$ cat src/rtl/ttt_turn_ctrl.sv
// ttt_turn_ctrl: turn sequencer and move arbiter in front of the tictactoe core.
// Accepts X/O move requests over req/ack, enforces turn order, issues one-cycle
// move commands to the core and tracks move count, win, draw and AI faults.
// Optional feature: define ALT_START_EN to alternate the starting player
// (X, O, X, ...) on every new_game; without it every game starts with X.
module ttt_turn_ctrl #(
   parameter int unsigned RSP_TIMEOUT = 16,
   parameter int unsigned MAX_MOVES   = 9
) (
   input  logic       i_clk,
   input  logic       i_reset,
   // player X
   input  logic       i_px_req,
   input  logic [1:0] i_px_row,
   input  logic [1:0] i_px_col,
   output logic       o_px_ack,
   // player O
   input  logic       i_po_req,
   input  logic [1:0] i_po_row,
   input  logic [1:0] i_po_col,
   output logic       o_po_ack,
   output logic       o_move_err,
   // game control
   input  logic       i_ai_mode,
   input  logic       i_new_game,
   // core interface
   output logic       o_core_valid,
   output logic [1:0] o_core_xoro,
   output logic [1:0] o_core_row,
   output logic [1:0] o_core_col,
   output logic       o_core_ai_en,
   input  logic       i_core_rsp,
   input  logic       i_core_err,
   input  logic [1:0] i_core_win,
   // status
   output logic [1:0] o_turn,
   output logic [3:0] o_move_cnt,
   output logic       o_game_over,
   output logic [1:0] o_winner,
   output logic       o_draw,
   output logic       o_ai_fault
);

   localparam int unsigned TMO_W = $clog2(RSP_TIMEOUT);
   localparam logic [TMO_W-1:0] TMO_LAST = TMO_W'(RSP_TIMEOUT - 1);
   localparam logic [3:0] CNT_MAX = 4'(MAX_MOVES);

   localparam logic [1:0] TURN_NONE = 2'b00;
   localparam logic [1:0] TURN_X    = 2'b01;
   localparam logic [1:0] TURN_O    = 2'b10;

   typedef enum logic [1:0] {
      StWaitMove,
      StIssue,
      StWaitRsp,
      StOver
   } state_e;

   state_e           r_state;
   logic [1:0]       r_turn;
   logic [3:0]       r_move_cnt;
   logic             r_game_over;
   logic [1:0]       r_winner;
   logic             r_draw;
   logic             r_ai_fault;
   logic             r_px_ack;
   logic             r_po_ack;
   logic             r_move_err;
   logic             r_core_valid;
   logic [1:0]       r_core_xoro;
   logic [1:0]       r_core_row;
   logic [1:0]       r_core_col;
   logic             r_core_ai_en;
   logic             r_cur_o;     // move in flight belongs to O
   logic             r_cur_ai;    // move in flight is an AI move
   logic [TMO_W-1:0] r_tmo;

   logic             w_px_take;
   logic             w_po_take;
   logic             w_tmo_hit;
   logic             w_win_hit;
   logic             w_reject;
   logic [3:0]       w_cnt_inc;
   logic [1:0]       w_start_next;

   // A requester whose ack is showing this cycle is still holding its old
   // request; skip it for one cycle so a rejected move is not re-issued.
   assign w_px_take = i_px_req & ~r_px_ack;
   assign w_po_take = i_po_req & ~r_po_ack;
   assign w_tmo_hit = (r_tmo == TMO_LAST);
   assign w_win_hit = (i_core_win == TURN_X) || (i_core_win == TURN_O);
   assign w_reject  = i_core_rsp ? i_core_err : 1'b1;
   assign w_cnt_inc = r_move_cnt + 4'd1;

`ifdef ALT_START_EN
   logic r_alt_o;  // current game was started by O

   // Starting-player toggle, flipped by every new_game.
   always_ff @(posedge i_clk or posedge i_reset) begin
      if (i_reset) begin
         r_alt_o <= 1'b0;
      end else if (i_new_game) begin
         r_alt_o <= ~r_alt_o;
      end
   end

   assign w_start_next = r_alt_o ? TURN_X : TURN_O;
`else
   assign w_start_next = TURN_X;
`endif

   // Main turn FSM; every output is registered here.
   always_ff @(posedge i_clk or posedge i_reset) begin
      if (i_reset) begin
         r_state      <= StWaitMove;
         r_turn       <= TURN_X;
         r_move_cnt   <= 4'd0;
         r_game_over  <= 1'b0;
         r_winner     <= TURN_NONE;
         r_draw       <= 1'b0;
         r_ai_fault   <= 1'b0;
         r_px_ack     <= 1'b0;
         r_po_ack     <= 1'b0;
         r_move_err   <= 1'b0;
         r_core_valid <= 1'b0;
         r_core_xoro  <= 2'b00;
         r_core_row   <= 2'b00;
         r_core_col   <= 2'b00;
         r_core_ai_en <= 1'b0;
         r_cur_o      <= 1'b0;
         r_cur_ai     <= 1'b0;
         r_tmo        <= '0;
      end else begin
         // pulse outputs default low
         r_px_ack     <= 1'b0;
         r_po_ack     <= 1'b0;
         r_move_err   <= 1'b0;
         r_core_valid <= 1'b0;
         r_core_xoro  <= 2'b00;
         r_core_row   <= 2'b00;
         r_core_col   <= 2'b00;
         r_core_ai_en <= 1'b0;

         if (i_new_game) begin
            // wins over everything, including a verdict arriving this cycle
            r_state     <= StWaitMove;
            r_turn      <= w_start_next;
            r_move_cnt  <= 4'd0;
            r_game_over <= 1'b0;
            r_winner    <= TURN_NONE;
            r_draw      <= 1'b0;
            r_ai_fault  <= 1'b0;
            r_tmo       <= '0;
         end else begin
            unique case (r_state)
               StWaitMove: begin
                  if (r_turn == TURN_X) begin
                     if (w_px_take) begin
                        r_cur_o      <= 1'b0;
                        r_cur_ai     <= 1'b0;
                        r_core_valid <= 1'b1;
                        r_core_xoro  <= TURN_X;
                        r_core_row   <= i_px_row;
                        r_core_col   <= i_px_col;
                        r_state      <= StIssue;
                     end
                  end else if (r_turn == TURN_O) begin
                     if (i_ai_mode) begin
                        r_cur_o      <= 1'b1;
                        r_cur_ai     <= 1'b1;
                        r_core_valid <= 1'b1;
                        r_core_xoro  <= TURN_O;
                        r_core_ai_en <= 1'b1;
                        r_state      <= StIssue;
                     end else if (w_po_take) begin
                        r_cur_o      <= 1'b1;
                        r_cur_ai     <= 1'b0;
                        r_core_valid <= 1'b1;
                        r_core_xoro  <= TURN_O;
                        r_core_row   <= i_po_row;
                        r_core_col   <= i_po_col;
                        r_state      <= StIssue;
                     end
                  end
               end

               StIssue: begin
                  r_tmo   <= '0;
                  r_state <= StWaitRsp;
               end

               StWaitRsp: begin
                  if (i_core_rsp || w_tmo_hit) begin
                     if (w_reject) begin
                        if (r_cur_ai) begin
                           // the AI cannot retry: O forfeits
                           r_ai_fault  <= 1'b1;
                           r_game_over <= 1'b1;
                           r_winner    <= TURN_X;
                           r_turn      <= TURN_NONE;
                           r_state     <= StOver;
                        end else begin
                           r_px_ack   <= ~r_cur_o;
                           r_po_ack   <= r_cur_o;
                           r_move_err <= 1'b1;
                           r_state    <= StWaitMove;
                        end
                     end else begin
                        r_move_cnt <= w_cnt_inc;
                        if (!r_cur_ai) begin
                           r_px_ack <= ~r_cur_o;
                           r_po_ack <= r_cur_o;
                        end
                        if (w_win_hit) begin
                           r_winner    <= i_core_win;
                           r_game_over <= 1'b1;
                           r_turn      <= TURN_NONE;
                           r_state     <= StOver;
                        end else if (w_cnt_inc == CNT_MAX) begin
                           r_draw      <= 1'b1;
                           r_game_over <= 1'b1;
                           r_turn      <= TURN_NONE;
                           r_state     <= StOver;
                        end else begin
                           r_turn  <= r_cur_o ? TURN_X : TURN_O;
                           r_state <= StWaitMove;
                        end
                     end
                  end else begin
                     r_tmo <= r_tmo + TMO_W'(1);
                  end
               end

               StOver: begin
                  r_turn <= TURN_NONE;
               end

               default: r_state <= StWaitMove;
            endcase
         end
      end
   end

   assign o_px_ack     = r_px_ack;
   assign o_po_ack     = r_po_ack;
   assign o_move_err   = r_move_err;
   assign o_core_valid = r_core_valid;
   assign o_core_xoro  = r_core_xoro;
   assign o_core_row   = r_core_row;
   assign o_core_col   = r_core_col;
   assign o_core_ai_en = r_core_ai_en;
   assign o_turn       = r_turn;
   assign o_move_cnt   = r_move_cnt;
   assign o_game_over  = r_game_over;
   assign o_winner     = r_winner;
   assign o_draw       = r_draw;
   assign o_ai_fault   = r_ai_fault;

   // Protocol invariants of the registered outputs.
   a_no_ack_with_valid : assert property (@(posedge i_clk) disable iff (i_reset)
      !(r_core_valid && (r_px_ack || r_po_ack)));
   a_err_with_ack : assert property (@(posedge i_clk) disable iff (i_reset)
      !r_move_err || r_px_ack || r_po_ack);
   a_over_turn : assert property (@(posedge i_clk) disable iff (i_reset)
      r_game_over == (r_turn == TURN_NONE));

endmodule
$ cat config.mk
export PLATFORM = sky130hd
export DESIGN_NAME = ttt_turn_ctrl
export DESIGN_NICKNAME = d
export VERILOG_FILES = /design/src/rtl/ttt_turn_ctrl.sv
export SDC_FILE = /design/constraint.sdc
export NUM_CORES = 1
export LEC_CHECK = 0
export CELL_PAD_IN_SITES_DETAIL_PLACEMENT = 1
export CELL_PAD_IN_SITES_GLOBAL_PLACEMENT = 2
export CORE_MARGIN = 2
export CORE_UTILIZATION = 31
export DETAILED_ROUTE_END_ITERATION = 8
export HOLD_SLACK_MARGIN = 0.05
export PLACE_DENSITY = 0.83
export SLEW_MARGIN = 40
export SYNTH_ARGS = -nofsm -noshare
export SYNTH_HDL_FRONTEND = slang
export SYNTH_SLANG_ARGS = --single-unit
export TNS_END_PERCENT = 30
$ cat constraint.sdc
create_clock -name i_clk -period 3.25 [get_ports i_clk]
set_input_delay 0.65 -clock i_clk [delete_from_list [all_inputs] [get_ports i_clk]]
set_output_delay 0.65 -clock i_clk [all_outputs]
set_load 0.05 [all_outputs]
# --- Yosys cells after proc, flatten, opt, wreduce, memory -nomap -nowiden ---
# Cells that the tools add are included.
totals:
  reg_bits: 30
  latchBits: 0
  mem_bits_rw: 0
  rom_bits: 0
  inputBits: 18
  n_memories: 0
classes:
  add_sub_neg: 2
  mul: 0
  div: 0
  magnitude_cmp: 0
  eq_ne: 19
  shift: 0
  muxes: 105
  n_bitwise: 6
  n_reduce_logical: 24
ops:
  columns: ["op", "n"]
  rows:
  - ["$mux 2", 44]
  - ["$mux 1", 52]
  - ["$mux 4", 6]
  - ["$reduce_and 5->1", 3]
  - ["$ne 4x4->1 const B", 3]
  - ["$reduce_and 4->1", 3]
  - ["$reduce_bool 2->1", 6]
  - ["$reduce_bool 3->1", 4]
  - ["$ne 3x3->1 const B", 3]
  - ["$add 4x1->4 const B", 2]
  - ["$eq 2x2->1 const B", 4]
  - ["$eq 4x4->1 const B", 2]
  - ["$pmux 4 s2", 1]
  - ["$reduce_bool 4->1", 2]
  - ["$eq 2x1->1 const B", 3]
  - ["$ne 2x2->1 const B", 3]
  - ["$pmux 2 s3", 1]
  - ["$reduce_and 3->1", 2]
  - ["$ne 5x5->1 const B", 1]
  - ["$not 1->1", 4]
  - ["$pmux 2 s2", 1]
  - ["$and 1x1->1", 2]
  - ["$logic_not 2->1", 1]
  - ["$logic_or 1x1->1", 2]
  - ["$reduce_and 2->1", 1]

# --- Depth between registers and ports, before layout ---
# Gate-level depths: netlist (run 1).
logic_depth:
  depth_word: 8
  depth_mapped: 8

# --- Worst setup path before layout (run 1) ---
# No wires, ideal clock.
synth_timing:
  path_kind: "reg-to-reg"
  from: "register r_move_cnt[0] (netlist: o_move_cnt[0])"
  to: "register r_turn[1] (netlist: o_turn[1])"
  setup_ns: 0.095
  arrival_ns: 1.943
  required_ns: 3.155
  setup_slack_ns: 1.211
  stages_incl_launch_ff: 7
  n_path_buf: 0
  period_less_slack_ns: 2.039
  path_cell_list: "dfrtp_1 ha_1 nor2b_1 a311oi_2 o21ai_2 or3_1 o32ai_2"
synth_between:
  elab_chain_len: 8
synth_lines:
  columns: ["element", "line", "source"]
  rows:
  - ["start, declared", "61", "logic [3:0] r_move_cnt;"]
  - ["start signal, assigned", "209", "r_move_cnt <= w_cnt_inc;"]
  - ["$add 4x1->4", "93", "assign w_cnt_inc = r_move_cnt + 4'd1;"]
  - ["$eq 4x4->1", "219", "end else if (w_cnt_inc == CNT_MAX) begin"]
  - ["$mux 2", "219", null]
  - ["$mux 2", "214", "if (w_win_hit) begin"]
  - ["$mux 2", "194", "if (w_reject) begin"]
  - ["$mux 2", "193", "if (i_core_rsp || w_tmo_hit) begin"]
  - ["$pmux 2 s2", "155", "unique case (r_state)"]
  - ["$mux 2", "144", "if (i_new_game) begin"]
  - ["end signal, assigned", "147", "r_turn <= w_start_next;"]
  - ["end signal, assigned", "225", "r_turn <= r_cur_o ? TURN_X : TURN_O;"]
  - ["end, declared", "60", "logic [1:0] r_turn;"]
# Every way passes these cells. The select of a mux whose other input is x is not followed.
# A chain may end at the register's enable or synchronous reset.

# --- Worst setup path after layout (run 1) ---
layout_timing:
  from: "register r_turn[0] (netlist: o_turn[0])"
  to: "output port o_turn[0]"
layout_rtl:
  columns: ["element", "line", "source"]
  rows:
  - ["end, declared", "36", "output logic [1:0] o_turn,"]
# No word-level cell between the ends.

==> flow_metrics.env, run 1 <==
export IMPL_synthTopCellsByCount="29 x dfrtp_1, 20 x nor2_1, 13 x nand2_1"
export IMPL_tightest_slew_ns=0.6582
export IMPL_finalCritPeriodShare=0.7071
export IMPL_cts_root_buf="clkbuf_8"
export IMPL_cp_max_fo=3
export IMPL_crit_path_top_delay_cell="clkdlybuf4s50_1"
export IMPL_grt_setup_unrepaired="false"
export IMPL_busiest_layer="met2"
export IMPL_std_cell_rows=26
export IMPL_dr_total_vias=1406
export IMPL_hold_viol_final=0
export IMPL_ir_worst_vdd_mv=0.2043
export IMPL_crit_chain="clkdlybuf4s50_1"
export IMPL_yosys_area_top_type_share=0.4507
export IMPL_required_ns=2.60
export IMPL_gr_usage_met1=0.2068
export IMPL_die_area_um2=5787
export IMPL_clkLatencyLatePin_ns=0.28
export IMPL_fin_skew_ns=0.002354
export IMPL_post_route_cell_area_um2=2200
export IMPL_wl_um=4410
export IMPL_synth_warning_count=0
export IMPL_yosys_area_share_adder=0.06993
export IMPL_grt_ovfl_total=0
export IMPL_cts_htree_levels=2
export IMPL_slew_headroom=0.5565
export IMPL_first_iter_violations=55
export IMPL_syn2layout_area_growth_pct=36.60
export IMPL_maxCapViolCount=0
export IMPL_netlist_area_um2=1610
export IMPL_use_met3=0.02607
export IMPL_hold_depth=1
export IMPL_num_io_pins=40
export IMPL_cp_top_family="buffers and inverters"
export IMPL_synth_yosys_seq_area_share=0.4670
export IMPL_cts_hold_buf=0
export IMPL_status="finished, final reports clean"
export IMPL_hold_path_class="reg2reg"
export IMPL_dr_pass1_iters=5
export IMPL_yosysMostFrequentCell="dfrtp_1"
export IMPL_synth_edf_count=0
export IMPL_grt_pass1_wl_um=7438
export IMPL_arrival_ns=1.65
export IMPL_worstRegToRegCells=6
export IMPL_tritoncts="done"
export IMPL_min_to="o_game_over$_DFFE_PP0P_"
export IMPL_initial_core_util=0.3173
export IMPL_maxSlewViolCount=0
export IMPL_avgSynthCellArea_um2=9.528
export IMPL_drive_above_1_share=0.09859
export IMPL_synth_cells=169
export IMPL_post_cts_buffers=0
export IMPL_power_density_nw_per_um2=545.5
export IMPL_synth_fp_nets=196
export IMPL_nFillCells=599
export IMPL_grtUsageTotal=0.1613
export IMPL_wl_per_cell_um=15.58
export IMPL_synth_compound_area_share=0.2044
export IMPL_synthArstFlopShare=1.000
export IMPL_grt_pass1_vias=1530
export IMPL_synth_seq_cells=30
export IMPL_period_minus_slack_ns=2.298
export IMPL_muxShareOfSynthArea=0.006216
export IMPL_antennaDiodeCount=0
export IMPL_numCtsBuffers=5
export IMPL_core_region_area_um2=5075
export IMPL_final_util=0.4334
export IMPL_cts_buffer_depth=2
export IMPL_crit_path_end_kind="primary output"
export IMPL_fin_nets=239
export IMPL_fin_setup_tns_ns=0
export IMPL_final_antenna_net_count=0
export IMPL_grt_max_degree=31
export IMPL_cts_resized=0
export IMPL_placed_area_um2=2083
export IMPL_timing_rr_start="r_state[0]$_DFFE_PP0P_"
export IMPL_critPathMaxStageDelay_ns=0.81
export IMPL_critPathBufInv=1
export IMPL_reg2reg_to="o_turn[1]$_DFFE_PP0P_"
export IMPL_power_leakage_nw=0.9512
export IMPL_cts_clk_slew_worst_paths_ns=0.07
export IMPL_worst_setup_path_type="reg2out"
export IMPL_synth_xor_area_frac=0.02176
export IMPL_synthTopCellsByArea="dfrtp_1 45%, ha_1 7.0%, nor2_1 4.7%, o21ai_0 3.1%, nand2_1 3.0%"
export IMPL_io_buffers=39
export IMPL_synth_top_family_by_area="compound AO/OA/AOI/OAI gates"
export IMPL_setup_viol=0
export IMPL_grtUsageMet2=0.2732
export IMPL_synth_cell_type_count=41
export IMPL_drcViolationCount=0
export IMPL_hp_start="o_game_over$_DFFE_PP0P_"
export IMPL_synth_top_cell_by_area="dfrtp_1"
export IMPL_antenna_found_initial=0
export IMPL_ff2ff_setup_slack_ns=1.13
export IMPL_whs_ns=0.4917
export IMPL_die_y_um=76.07
export IMPL_detailed_place_hpwl_um=3402
export IMPL_synth_simple_area_share=0.1904
export IMPL_die_x_um=76.07
export IMPL_fmax_mhz=435.1
export IMPL_drt_vias_per_instance=4.968
export IMPL_place_congestion=0.7741
export IMPL_clock_sinks=30
export IMPL_crit_path_start_kind="register"
export IMPL_ys_flop_type="dfrtp_1"
[layer usage]
metal | up-vias | wire length (um)
met5 | - | 0
met4 | 0 | 66
met3 | 5 | 115
met2 | 25 | 2219
met1 | 707 | 2008
li1 | 669 | -
[cell type report]
class | instances | area [um^2] | area share
Multi-Input combinational cell | 122 | 793.3 | 0.3606
Sequential cell | 30 | 752.0 | 0.3419
Timing Repair Buffer | 41 | 405.4 | 0.1843
Tap cell | 70 | 87.58 | 0.03982
Clock buffer | 7 | 86.33 | 0.03925
Inverter | 12 | 45.04 | 0.02048
Clock inverter | 1 | 30.03 | 0.01365
[how the worst max path moves through the flow]
stage,startpoint,endpoint,slack (ns),cells past startpoint
global placement,i_core_rsp,o_turn[1]$_DFFE_PP0P_,0.92,6
floorplan,o_move_cnt[0]$_DFFE_PP0P_,o_turn[1]$_DFFE_PP0P_,1.21,6
detailed placement,i_core_rsp,o_turn[1]$_DFFE_PP0P_,0.84,6
CTS,o_turn[0]$_DFFE_PP1P_,o_turn[0],0.93,1
finish,o_turn[0]$_DFFE_PP1P_,o_turn[0],0.95,1
global route,o_turn[0]$_DFFE_PP1P_,o_turn[0],0.89,1
[cell families after synthesis]
family          Yosys count
compound gates           46
mux                       1
flops                    30
fa+ha+maj                 9
buf+inv                  17
xor+xnor                  4
simple gates             62
[placed cells by master (no fill, tap or decap), types with 2 or more instances in the layout]
master	count
nand2b_1	4
o41ai_1	2
a21oi_1	8
and3_1	4
a31o_2	2
inv_1	12
clkbuf_8	6
and2_1	4
o21a_1	3
dfrtp_1	29
o21ai_0	10
nor2b_1	6
xnor2_1	2
nor3_1	2
a22o_1	2
clkdlybuf4s50_1	39
xor2_1	2
a22oi_1	4
nand3_1	4
a31oi_1	4
nand2_1	13
buf_4	2
ha_1	9
nor2_1	20
[sequential cells by signal (all words and copies together), names as in the netlist, 2 cells and up]
name,count
o_move_cnt,4
r_tmo,4
o_core_col,2
o_core_row,2
o_core_xoro,2
o_turn,2
o_winner,2
r_state,2
[power breakdown]
| group | switching [mW] | leakage, nW | total [mW] | internal [mW] |
|---|---|---|---|---|
| clock | 0.142 | 0.0585 | 0.392 | 0.250 |
| sequential | 0.0370 | 0.406 | 0.451 | 0.414 |
| combinational | 0.219 | 0.486 | 0.357 | 0.137 |
| total | 0.399 | 0.951 | 1.20 | 0.801 |
[through the flow]
step           instances  worst slack, ns  total power, mW
6_report             283           0.9519            1.200
3_3_place_gp         275           0.9225           0.8037
2_1_floorplan        169            1.211           0.6891
3_5_place_dp         275           0.8416           0.8171
4_1_cts              283           0.9339            1.214
5_1_grt              283           0.8927            1.265
Note: power is estimated with default switching activity, not from simulation.
==> run 2, diff against run 1 <==
Settings changed: CORE_UTILIZATION 31 to 26, PLACE_DENSITY 0.83 to 0.75.
Clock period 3.25 ns to 2.1 ns, I/O delays scaled along.
==> run 2 against run 1 <==
Compared with the run above:
- via count down 1.7%
- setup slack lost 0.83 ns
- wire length down 1.8%
- register-to-register slack worse by 0.91 ns
- combinational power up 61%
- critical path type unchanged
==> flow_metrics.env, run 2 (same netlist as run 1, synthesis figures left out) <==
export IMPL_p_comb_frac=0.311
export IMPL_cts_hold_buf=0
export IMPL_cts_htree_levels=2
export IMPL_final_common_cell="clkdlybuf4s50_1"
export IMPL_worstRegToRegCells=6
export IMPL_ff2ff_setup_slack_ns=0.22
export IMPL_grt_pass1_wl_um=7169
export IMPL_die_y_um=82.70
export IMPL_crit_path_start_kind="register"
export IMPL_drt_vias_per_instance=4.669
export IMPL_fin_nets=247
export IMPL_worst_setup_path_type="reg2out"
export IMPL_numCtsBuffers=5
export IMPL_crit_chain="clkdlybuf4s50_1"
export IMPL_hold_path_class="reg2reg"
export IMPL_required_ns=1.68
export IMPL_cp_max_fo=6
export IMPL_clkLatencyLatePin_ns=0.28
export IMPL_dr_pass1_iters=4
export IMPL_first_iter_violations=59
export IMPL_drcViolationCount=0
export IMPL_initial_core_util=0.2704
export IMPL_cp_num_cells=1
export IMPL_wl_um=4329
export IMPL_antennaDiodeCount=0
export IMPL_final_antenna_net_count=0
export IMPL_period_minus_slack_ns=1.978
export IMPL_maxSlewViolCount=0
export IMPL_crit_path_end_kind="primary output"
export IMPL_cts_resized=0
export IMPL_power_density_nw_per_um2=820.2
export IMPL_crit_path_end="o_move_cnt[1]"
export IMPL_p_clk_frac=0.310
export IMPL_io_buffers=39
export IMPL_die_area_um2=6839
export IMPL_num_io_pins=40
export IMPL_hold_viol_final=0
export IMPL_clock_sinks=30
export IMPL_cts_root_buf="clkbuf_8"
export IMPL_syn2layout_area_growth_pct=40.09
export IMPL_antenna_found_initial=0
export IMPL_power_leakage_nw=0.9907
export IMPL_tritoncts="done"
export IMPL_fmax_mhz=505.5
export IMPL_crit_start="o_move_cnt[1]$_DFFE_PP0P_"
export IMPL_tightest_slew_ns=0.5269
export IMPL_final_cell_mix="38 x clkdlybuf4s50_1, 29 x dfrtp_1, 20 x nor2_1"
export IMPL_cts_buffer_depth=2
export IMPL_status="finished, final reports clean"
export IMPL_die_x_um=82.70
export IMPL_grt_ovfl_total=0
export IMPL_dr_total_vias=1382
export IMPL_fin_skew_ns=0.003172
export IMPL_reg2reg_to="o_turn[1]$_DFFE_PP0P_"
export IMPL_dp_slack_ns=0.01485
export IMPL_wl_per_cell_um=14.63
export IMPL_post_cts_buffers=0
export IMPL_grt_max_degree=31
export IMPL_critPathBufInv=1
export IMPL_netSwitchingPower_uw=627.5
export IMPL_crit_path_top_delay_cell="clkdlybuf4s50_1"
export IMPL_grt_setup_unrepaired="false"
export IMPL_place_congestion=0.7670
export IMPL_fin_setup_tns_ns=0
export IMPL_grtUsageTotal=0.1413
export IMPL_critPathMaxStageDelay_ns=0.84
export IMPL_timing_rr_start="o_move_cnt[1]$_DFFE_PP0P_"
export IMPL_maxCapViolCount=0
export IMPL_slew_headroom=0.6476
export IMPL_drive_above_1_share=0.1403
export IMPL_core_region_area_um2=5956
export IMPL_detailed_place_hpwl_um=3264
export IMPL_arrival_ns=1.56
export IMPL_setup_viol=0
export IMPL_grt_pass1_vias=1465
export IMPL_cts_clk_slew_worst_paths_ns=0.06
export IMPL_layout_setup_ws_ns=0.1219
export IMPL_sw_frac_of_total=0.3391
export IMPL_std_cell_rows=28
export IMPL_ir_worst_vdd_mv=0.2553
export IMPL_cp_top_family="buffers and inverters"
export IMPL_finalCritPeriodShare=0.9420
export IMPL_seq_power_share=0.378
export IMPL_internal_power_mw=1.223
[run 2: final cells by class]
cell class              instances  area (um^2)
repair buffers                 49        462.9
flip-flops and latches         30        752.0
clock buffers                   5        68.82
fillers                       703         3700
multi-input cells             122        793.3
well taps                      75        93.84
clock inverters                 3        40.04
inverters                      12        45.04
[run 2: worst min path at each step]
stage,cells after the start,startpoint,to,slack (ns)
global placement,1,o_game_over$_DFFE_PP0P_,o_game_over$_DFFE_PP0P_,0.49
detailed placement,1,o_game_over$_DFFE_PP0P_,o_game_over$_DFFE_PP0P_,0.49
CTS,1,o_game_over$_DFFE_PP0P_,o_game_over$_DFFE_PP0P_,0.51
finish,1,o_game_over$_DFFE_PP0P_,o_game_over$_DFFE_PP0P_,0.50
global route,1,o_game_over$_DFFE_PP0P_,o_game_over$_DFFE_PP0P_,0.53
floorplan,1,r_cur_o$_DFFE_PP0P_,o_px_ack$_DFF_PP0_,0.46
[run 2: metal layers]
metal	part of all wire	vias up	GRT usage
li1	-	686	-
met1	0.47	666	0.1865
met2	0.48	25	0.2250
met3	0.034	5	0.03152
met4	0.014	0	0.05410
met5	0	-	0
[run 2: power by group through the flow]
stage                     logic (mW)  clock network (mW)  registers [mW]
after CTS                      0.580               0.595           0.700
after global routing           0.640               0.626           0.709
after global placement         0.577                   0           0.709
after floorplan                0.281                   0           0.786
final                          0.576               0.574           0.700
after detailed placement       0.575                   0           0.711
[run 2: stage by stage]
| step | hold WS [ns] | area (um^2) | total power [mW] | util | instances |
|---|---|---|---|---|---|
| 6_report | 0.5023 | 2256 | 1.850 | 0.3788 | 296 |
| 5_1_grt | 0.5325 | 2256 | 1.975 | 0.3788 | 296 |
| 4_1_cts | 0.5076 | 2256 | 1.876 | 0.3788 | 296 |
| 3_5_place_dp | 0.4936 | 2147 | 1.286 | 0.3605 | 288 |
| 3_3_place_gp | 0.4885 | 2147 | 1.286 | 0.3605 | 288 |
| 2_1_floorplan | 0.4636 | 1610 | 1.066 | - | 169 |
